## config.mk

```make
export PLATFORM = sky130hd
export DESIGN_NAME = qracc_tile_sequencer
export DESIGN_NICKNAME = d
export VERILOG_FILES = /design/src/rtl/qracc_tile_sequencer.sv
export SDC_FILE = /design/constraint.sdc
export NUM_CORES = 1
export LEC_CHECK = 0
export ABC_AREA = 1
export BUFFER_PORTS_ARGS = -buffer_cell sky130_fd_sc_hd__buf_2
export CELL_PAD_IN_SITES_DETAIL_PLACEMENT = 1
export CELL_PAD_IN_SITES_GLOBAL_PLACEMENT = 2
export CORE_MARGIN = 1
export CORE_UTILIZATION = 31
export DETAILED_ROUTE_END_ITERATION = 10
export PLACE_DENSITY_LB_ADDON = 0.05
export SLEW_MARGIN = 20
export SYNTH_ARGS = -nofsm -noshare
export SYNTH_HDL_FRONTEND = slang
export SYNTH_SLANG_ARGS = --single-unit
```

## constraint.sdc

```tcl
create_clock -name clk -period 2.5 [get_ports clk]
set_clock_uncertainty 0.05 [all_clocks]
set_input_delay 0.375 -clock clk [delete_from_list [all_inputs] [get_ports clk]]
set_output_delay 0.375 -clock clk [all_outputs]
set_load 0.02 [all_outputs]
```

## src/rtl/qracc_tile_sequencer.sv

```systemverilog
// qracc_tile_sequencer: autonomous layer-pass engine driving buffer reads,
// feature-loader staging, one seq_acc MAC and one write-back per pixel.
module qracc_tile_sequencer #(
  parameter int unsigned addrWidth  = 32,
  parameter int unsigned countWidth = 16,
  parameter int unsigned wordBytes  = 32
) (
  input  logic                  clk,
  input  logic                  nrst,
  input  logic                  start_i,
  input  logic                  clear_i,
  input  logic [addrWidth-1:0]  cfg_rd_base_i,
  input  logic [addrWidth-1:0]  cfg_wr_base_i,
  input  logic [addrWidth-1:0]  cfg_rd_stride_i,
  input  logic [addrWidth-1:0]  cfg_wr_stride_i,
  input  logic [countWidth-1:0] cfg_words_i,
  input  logic [countWidth-1:0] cfg_num_pixels_i,
  output logic                  buf_rd_en_o,
  output logic [addrWidth-1:0]  buf_rd_addr_o,
  output logic                  fl_wr_en_o,
  output logic [addrWidth-1:0]  fl_addr_o,
  output logic                  mac_valid_o,
  input  logic                  qracc_ready_i,
  input  logic                  qracc_valid_i,
  output logic                  wb_en_o,
  output logic [addrWidth-1:0]  wb_addr_o,
  output logic                  busy_o,
  output logic                  done_o,
  output logic [countWidth-1:0] pixel_o
);

  typedef enum logic [2:0] {
    IDLE, FETCH, DRAIN, MAC_REQ, MAC_WAIT, WB, DONE
  } state_t;

  localparam logic [addrWidth-1:0]  STEP = addrWidth'(wordBytes);
  localparam logic [countWidth-1:0] ONE  = countWidth'(1);

  state_t state, state_nx;

  logic [countWidth-1:0] words_q, npix_q;
  logic [countWidth-1:0] pixel_q, word_q, fl_idx_q;
  logic [addrWidth-1:0]  rd_stride_q, wr_stride_q;
  logic [addrWidth-1:0]  pix_rd_q, rd_addr_q, wr_addr_q;
  logic                  fl_wr_q;
  logic                  last_word, last_pix;
  logic [addrWidth-1:0]  pix_rd_nx;

  assign last_word = (word_q == words_q - ONE);
  assign last_pix  = (pixel_q == npix_q - ONE);
  assign pix_rd_nx = pix_rd_q + rd_stride_q;

  always_ff @(posedge clk or negedge nrst) begin
    if (!nrst) state <= IDLE;
    else       state <= state_nx;
  end

  always_comb begin
    state_nx = state;
    if (clear_i) begin
      state_nx = IDLE;
    end else begin
      unique case (state)
        IDLE:
          if (start_i)
            state_nx = (cfg_num_pixels_i == '0) ? DONE : FETCH;
        FETCH:    if (last_word) state_nx = DRAIN;
        DRAIN:    state_nx = MAC_REQ;
        MAC_REQ:  if (qracc_ready_i) state_nx = MAC_WAIT;
        MAC_WAIT: if (qracc_valid_i) state_nx = WB;
        WB:       state_nx = last_pix ? DONE : FETCH;
        DONE:     state_nx = IDLE;
        default:  state_nx = IDLE;
      endcase
    end
  end

  always_ff @(posedge clk or negedge nrst) begin
    if (!nrst) begin
      words_q     <= '0;
      npix_q      <= '0;
      pixel_q     <= '0;
      word_q      <= '0;
      fl_idx_q    <= '0;
      rd_stride_q <= '0;
      wr_stride_q <= '0;
      pix_rd_q    <= '0;
      rd_addr_q   <= '0;
      wr_addr_q   <= '0;
      fl_wr_q     <= 1'b0;
    end else begin
      // loader write trails the read by the buffer's 1-cycle latency
      fl_wr_q  <= (state == FETCH) && !clear_i;
      fl_idx_q <= word_q;
      if (clear_i) begin
        pixel_q <= '0;
        word_q  <= '0;
      end else if (state == IDLE && start_i) begin
        words_q     <= (cfg_words_i == '0) ? ONE : cfg_words_i;
        npix_q      <= cfg_num_pixels_i;
        rd_stride_q <= cfg_rd_stride_i;
        wr_stride_q <= cfg_wr_stride_i;
        pix_rd_q    <= cfg_rd_base_i;
        rd_addr_q   <= cfg_rd_base_i;
        wr_addr_q   <= cfg_wr_base_i;
        pixel_q     <= '0;
        word_q      <= '0;
      end else if (state == FETCH) begin
        word_q    <= word_q + ONE;
        rd_addr_q <= rd_addr_q + STEP;
      end else if (state == WB && !last_pix) begin
        pixel_q   <= pixel_q + ONE;
        word_q    <= '0;
        pix_rd_q  <= pix_rd_nx;
        rd_addr_q <= pix_rd_nx;
        wr_addr_q <= wr_addr_q + wr_stride_q;
      end
    end
  end

  assign buf_rd_en_o   = (state == FETCH);
  assign buf_rd_addr_o = buf_rd_en_o ? rd_addr_q : '0;
  assign fl_wr_en_o    = fl_wr_q;
  assign fl_addr_o     = fl_wr_q ? addrWidth'(fl_idx_q) : '0;
  assign mac_valid_o   = (state == MAC_REQ);
  assign wb_en_o       = (state == WB);
  assign wb_addr_o     = wb_en_o ? wr_addr_q : '0;
  assign busy_o        = (state != IDLE);
  assign done_o        = (state == DONE);
  assign pixel_o       = pixel_q;

endmodule

```

* After elaboration in Yosys (flattened, before gate mapping)
Cells that the tools add are included.
Storage, ports and cells: flip-flop bits (word level) 244, input port bits 166, output and inout bits 118
Operators by class: $add $sub $neg 7, equal/unequal tests 14, mux-type cells 28, bitwise logic cells 1, reductions and logical operators 18
Operators with widths (count):
- 32-bit 2-to-1 mux | 10
- 16-bit 2-to-1 mux | 10
- 32-bit adder | 2
- 16-bit by 1-bit adder with 16-bit output (second input constant) | 2
- 32-bit by 6-bit adder with 32-bit output (second input constant) | 1
- 16-bit == test | 2
- 16-bit zero test | 2
- 16-bit by 1-bit subtractor with 16-bit output (second input constant) | 2
- 3-bit 2-to-1 mux | 7
- 3-bit one-hot mux with 6 select lines | 1
- 3-bit == test (second input constant) | 3
- 3-bit by 2-bit inequality test with 1-bit output (second input constant) | 3
- 3-bit nonzero test | 3
- 3-bit by 2-bit == test with 1-bit output (second input constant) | 2
- 3-bit inequality test (second input constant) | 2
- 2-bit AND reduction | 3
- 4-bit AND reduction | 1
- 4-bit nonzero test | 1
- 3-bit by 1-bit == test with 1-bit output (second input constant) | 1
- 1-bit logical AND | 3
- 3-bit zero test | 1
- 3-bit AND reduction | 1
- 1-bit zero test | 2
- 2-bit by 1-bit inequality test with 1-bit output (second input constant) | 1
- other kinds (2) | 2

* Longest topological paths before layout
word-level depth 8, mapped depth 19, depth with buffers taken out 19

* Worst setup path before layout
OpenSTA, ideal clock, no wires.
kind reg-to-output, from register state[1], to output port buf_rd_addr_o[10], data arrival time 1.863 ns, setup slack 0.212 ns, stages on the path, launching flop included 7, buffers on the path 3, path through dfrtp_1 > nor3_4 > inv_2 > clkbuf_1 > clkbuf_1 > buf_1 > nor2_1
Between the ends: longest elaborated chain between the ends 2
Ends and longest elaborated chain:
- start, declared | RTL line 39 | state_t state, state_nx;
- start signal, assigned | RTL line 55 | else state <= state_nx;
- 3-bit by 1-bit == test with 1-bit output | RTL line 121 | assign buf_rd_en_o = (state == FETCH);
- 32-bit 2-to-1 mux | RTL line 122 | assign buf_rd_addr_o = buf_rd_en_o ? rd_addr_q : '0;
- end, declared | RTL line 19 | output logic [addrWidth-1:0] buf_rd_addr_o,
Every way passes these cells.

* Worst setup path after layout
from register state[1], to output port buf_rd_addr_o[0]
Same word-level chain as after synthesis.

==> results.md <==
* Pin count of the biggest net entering global routing at between 100 and 150
* WL final at about 80,000 µm
* Worst vdd ir at between 0.0006 and 0.0007 V
* Setup violators final at 0
* EDFF count, synth at 0
* Final Slew Violations at 0
* First-pass GRT wire length at around 120,000 µm
* Total power at ~32,000 µW
* Max_cap viols at 0
* Gr usage total at 25.3%
* Core Footprint at approximately 56,000 µm²
* Worst Setup End Kind: output pin
* DIE AREA at slightly below 60,000 µm²
* Share of the clock period used by the worst path at 97.5%
* Mean Syn Cell Area at roughly 6.5 µm²
* Synth Cell Area at 17,800 µm²
* Initial drt markers at between 800 and 900
* Most common flop cell mapped by yosys: dfrtp_1
* Crit path DAT at 2.01 ns
* Crit path max fanout at 18
* Most Crowded Layer GR: met2
* Max_slew headroom at 58.5%
* Initial Util at roughly a third
* Max stage delay on crit path at approximately 0.44 ns
* Critical path cell sequence: buf_4 -> nor3_4 -> bufinv_8 -> buf_12 -> nor2_1 -> buf_2
* Detailed Place HPWL at between 50,000 and 60,000 µm
* Sink Count at between 200 and 250
* Fmax at between 400 and 500 MHz
* Clk_lat worst skew at 0.56 ns
* Grt ovf at 0
* Post-route setup slack at approximately 0.063 ns
* Via count at between 15,000 and 20,000
* Most frequent cells in the layout: nand2_1, inv_1, buf_2, dfrtp_1, nor2_1
* Routed Antenna Nets at 0
* Pre-CTS setup slack at -0.135 ns
* Die Y-Extent at 242 µm
* Post-synthesis instance total at between 2,000 and 3,000
* Final GP Congestion at between 0.9 and 1
* Final hold viol count at 0
* Nets at roughly 3,400
* GR Util met1 at 34.2%
* Number of buffers and inverters on the critical path at 4
* CTS tree: done
* Number of global-route vias before repair at just over 20,000
* Clock Path Buffers at 3
* Hold Path Class: input pin to flip-flop
* Clk pin slew, worst setup/hold paths at 0.06 ns
* Routed len/inst at 20.1 µm
* Area Overhead vs Synth at 33.7%
* Drt first pass iters at 5
* CP max-delay cell: dfrtp_2
* Num ports at 284
* Die X at roughly 240 µm
* Layout cell share with drive strength beyond 1 at between 15 and 20%
* PortBufs at 267
* Minimum clock period at 2.44 ns
* Total CTS buffers at 35
* Yosys cell types at 50
* Met3 Track Usage GR at roughly 2.5%
* P per Cell Area at 1340 nW/µm²
* Status: finished clean
* DR DRC count at 0
* Clock Root Buffer: clkbuf_16
* H-tree depth at 2
* Syn. warnings at 0
* LEAKAGE at ~0.013 µW
* Vias per inst at 4.95
* Worst Path Required at 2.08 ns
* Crit start category: flip-flop
* Crit Path Class: flip-flop to output pin
* GRT met2 Usage at 42.3%
* Register area share after synthesis at roughly 34%
* Most common cell after layout, fill and taps aside: nand2_1
* Synth async-reset ratio at 100%
* Row cnt at 87
* Worst Tran Pin Value at just over 0.6 ns
* Flops & latches, synth at between 200 and 250
* Initial antenna violation count at 3
* RSZ-0062 raised after global routing: yes
* Crit-path leading delay family: buffers and inverters
-- Yosys cell counts, types with 2 or more instances --
cell / count / area, µm²
nor2_4: 5 / 56.3
nor2_1: 251 / 942
dfrtp_1: 244 / 6110
o21ai_1: 23 / 115
nand2_4: 4 / 45.0
clkbuf_2: 4 / 20.0
or2_2: 7 / 43.8
o31ai_1: 7 / 52.6
a21o_1: 3 / 22.5
ha_1: 67 / 838
nor3_1: 33 / 165
buf_1: 13 / 48.8
inv_2: 7 / 26.3
nand3_4: 2 / 35.0
nand3_2: 2 / 20.0
mux2i_1: 6 / 60.1
nand2_1: 1094 / 4110
a31oi_1: 4 / 25.0
and2_1: 2 / 12.5
buf_4: 23 / 173
xnor2_1: 32 / 280
xor2_1: 37 / 324
o21bai_1: 9 / 67.6
o211ai_1: 4 / 30.0
nand3_1: 246 / 1230
buf_6: 4 / 45.0
o22ai_1: 3 / 18.8
fa_1: 2 / 40.0
inv_1: 290 / 1090
nor4_1: 12 / 75.1
buf_2: 12 / 60.1
clkbuf_1: 45 / 169
a22oi_1: 2 / 15.0
nor3b_1: 3 / 22.5
o21ai_0: 99 / 495
o21a_1: 4 / 30.0
a21oi_1: 78 / 390
nor2_2: 8 / 50.1
nand3b_1: 13 / 97.6
nand4_1: 38 / 238
-- metrics by stage --
step / hold slack [ns] / utilization (%) / instance area [µm²] / TNS (ns) / cells
after floorplan: 0.0294 / - / 17800 / 0 / 2767
after global placement: 0.313 / 36.2 / 20500 / -0.138 / 3785
after detailed placement: 0.306 / 36.2 / 20500 / -1.62 / 3785
after CTS: 0.00202 / 40.1 / 22700 / -0.0189 / 3938
after global routing: 0.00816 / 42.1 / 23800 / -2.76 / 3975
final: 0.0229 / 42.1 / 23800 / 0 / 3978
-- cell families (layout without fill, tap and decap cells) --
family | Yosys count | in the layout | share of synthesized area, %
adder cells (fa/ha/maj) | 69 | 69 | 4.94
AND/OR/NAND/NOR | 1725 | 1728 | 40.4
AO/OA/AOI/OAI | 238 | 238 | 7.20
multiplexers | 6 | 6 | 0.338
buffers and inverters | 399 | 847 | 9.25
other | 1 | 20 | 0.0211
XOR/XNOR | 70 | 70 | 3.52
flip-flops | 244 | 244 | 34.3
-- state kept, by name (all words and copies together) (netlist names) --
register and cells:
wr_addr_q 32, rd_addr_q 32, pixel_o 16, words_q 16, pix_rd_q 32, rd_stride_q 32
fl_wr_en_o 1, word_q 16, state 3, fl_idx_q 16, npix_q 16, wr_stride_q 32
-- worst register-to-register path, stage by stage, from the launching register on --
cell and delay [ns]:
dfrtp_1 0.40, inv_2 0.09, ha_4 0.16, nand3_2 0.15, nor2_4 0.15, xor2_1 0.17
nand2_1 0.09, nor2_2 0.19, nand3_4 0.13, nand2_8 0.15, nand2_8 0.13, nand2_8 0.17
clkbuf_16 0.20, nand2_1 0.06, o21ai_1 0.07
-- final timing paths --
kind	from	end	slack, ns	cells past startpoint
setup / recovery	state[1]$_DFFE_PN0P_	buf_rd_addr_o[0]	0.06	6
hold / removal	cfg_wr_stride_i[0]	wr_stride_q[0]$_DFFE_PN0P_	0.02	3
setup reg to reg	npix_q[1]$_DFFE_PN0P_	wr_addr_q[0]$_DFFE_PN0P_	0.09	14
hold reg to reg	rd_stride_q[7]$_DFFE_PN0P_	rd_stride_q[7]$_DFFE_PN0P_	0.43	2
max in group asynchronous	nrst	rd_addr_q[11]$_DFFE_PN0P_	1.29	3
min in group asynchronous	nrst	pixel_o[1]$_DFFE_PN0P_	0.30	2
-- area by class of cell --
| class | count | area [µm²] |
|---|---|---|
| Clock buffer | 50 | 1030 |
| Antenna cell | 4 | 10.0 |
| Inverter | 297 | 1130 |
| Multi-Input combinational cell | 2127 | 10700 |
| Clock inverter | 13 | 189 |
| Fill cell | 7223 | 32700 |
| Timing Repair inverter | 1 | 6.26 |
| Sequential cell | 244 | 6110 |
| Timing Repair Buffer | 486 | 3650 |
| Tap cell | 756 | 946 |
-- what timing repair did --
action | in CTS | in global routing
pin swaps | 2 | 25
gates resized for setup | 27 | 167
endpoints found under the setup margin | 149 | 260
buffers inserted | 9 | 13
cloned | 1 | 23
hold endpoints to repair | 128 | 0
hold buffers | 80 | 0
-- metal layers --
metal / routed length, µm / vias up / share of wire [%]
met5: 10 / - / 0.013
met4: 2490 / 2 / 3.1
met3: 2790 / 127 / 3.5
met2: 37400 / 387 / 47
met1: 37100 / 9575 / 46
li1: - / 9591 / -
-- where the power goes --
group          total [µW]  internal, µW  switching (µW)
combinational       19500          7070           12500
clock                5370          3300            2070
sequential           7010          5490            1520
total               31900         15900           16000
Note: power is estimated with default switching activity, not from simulation.
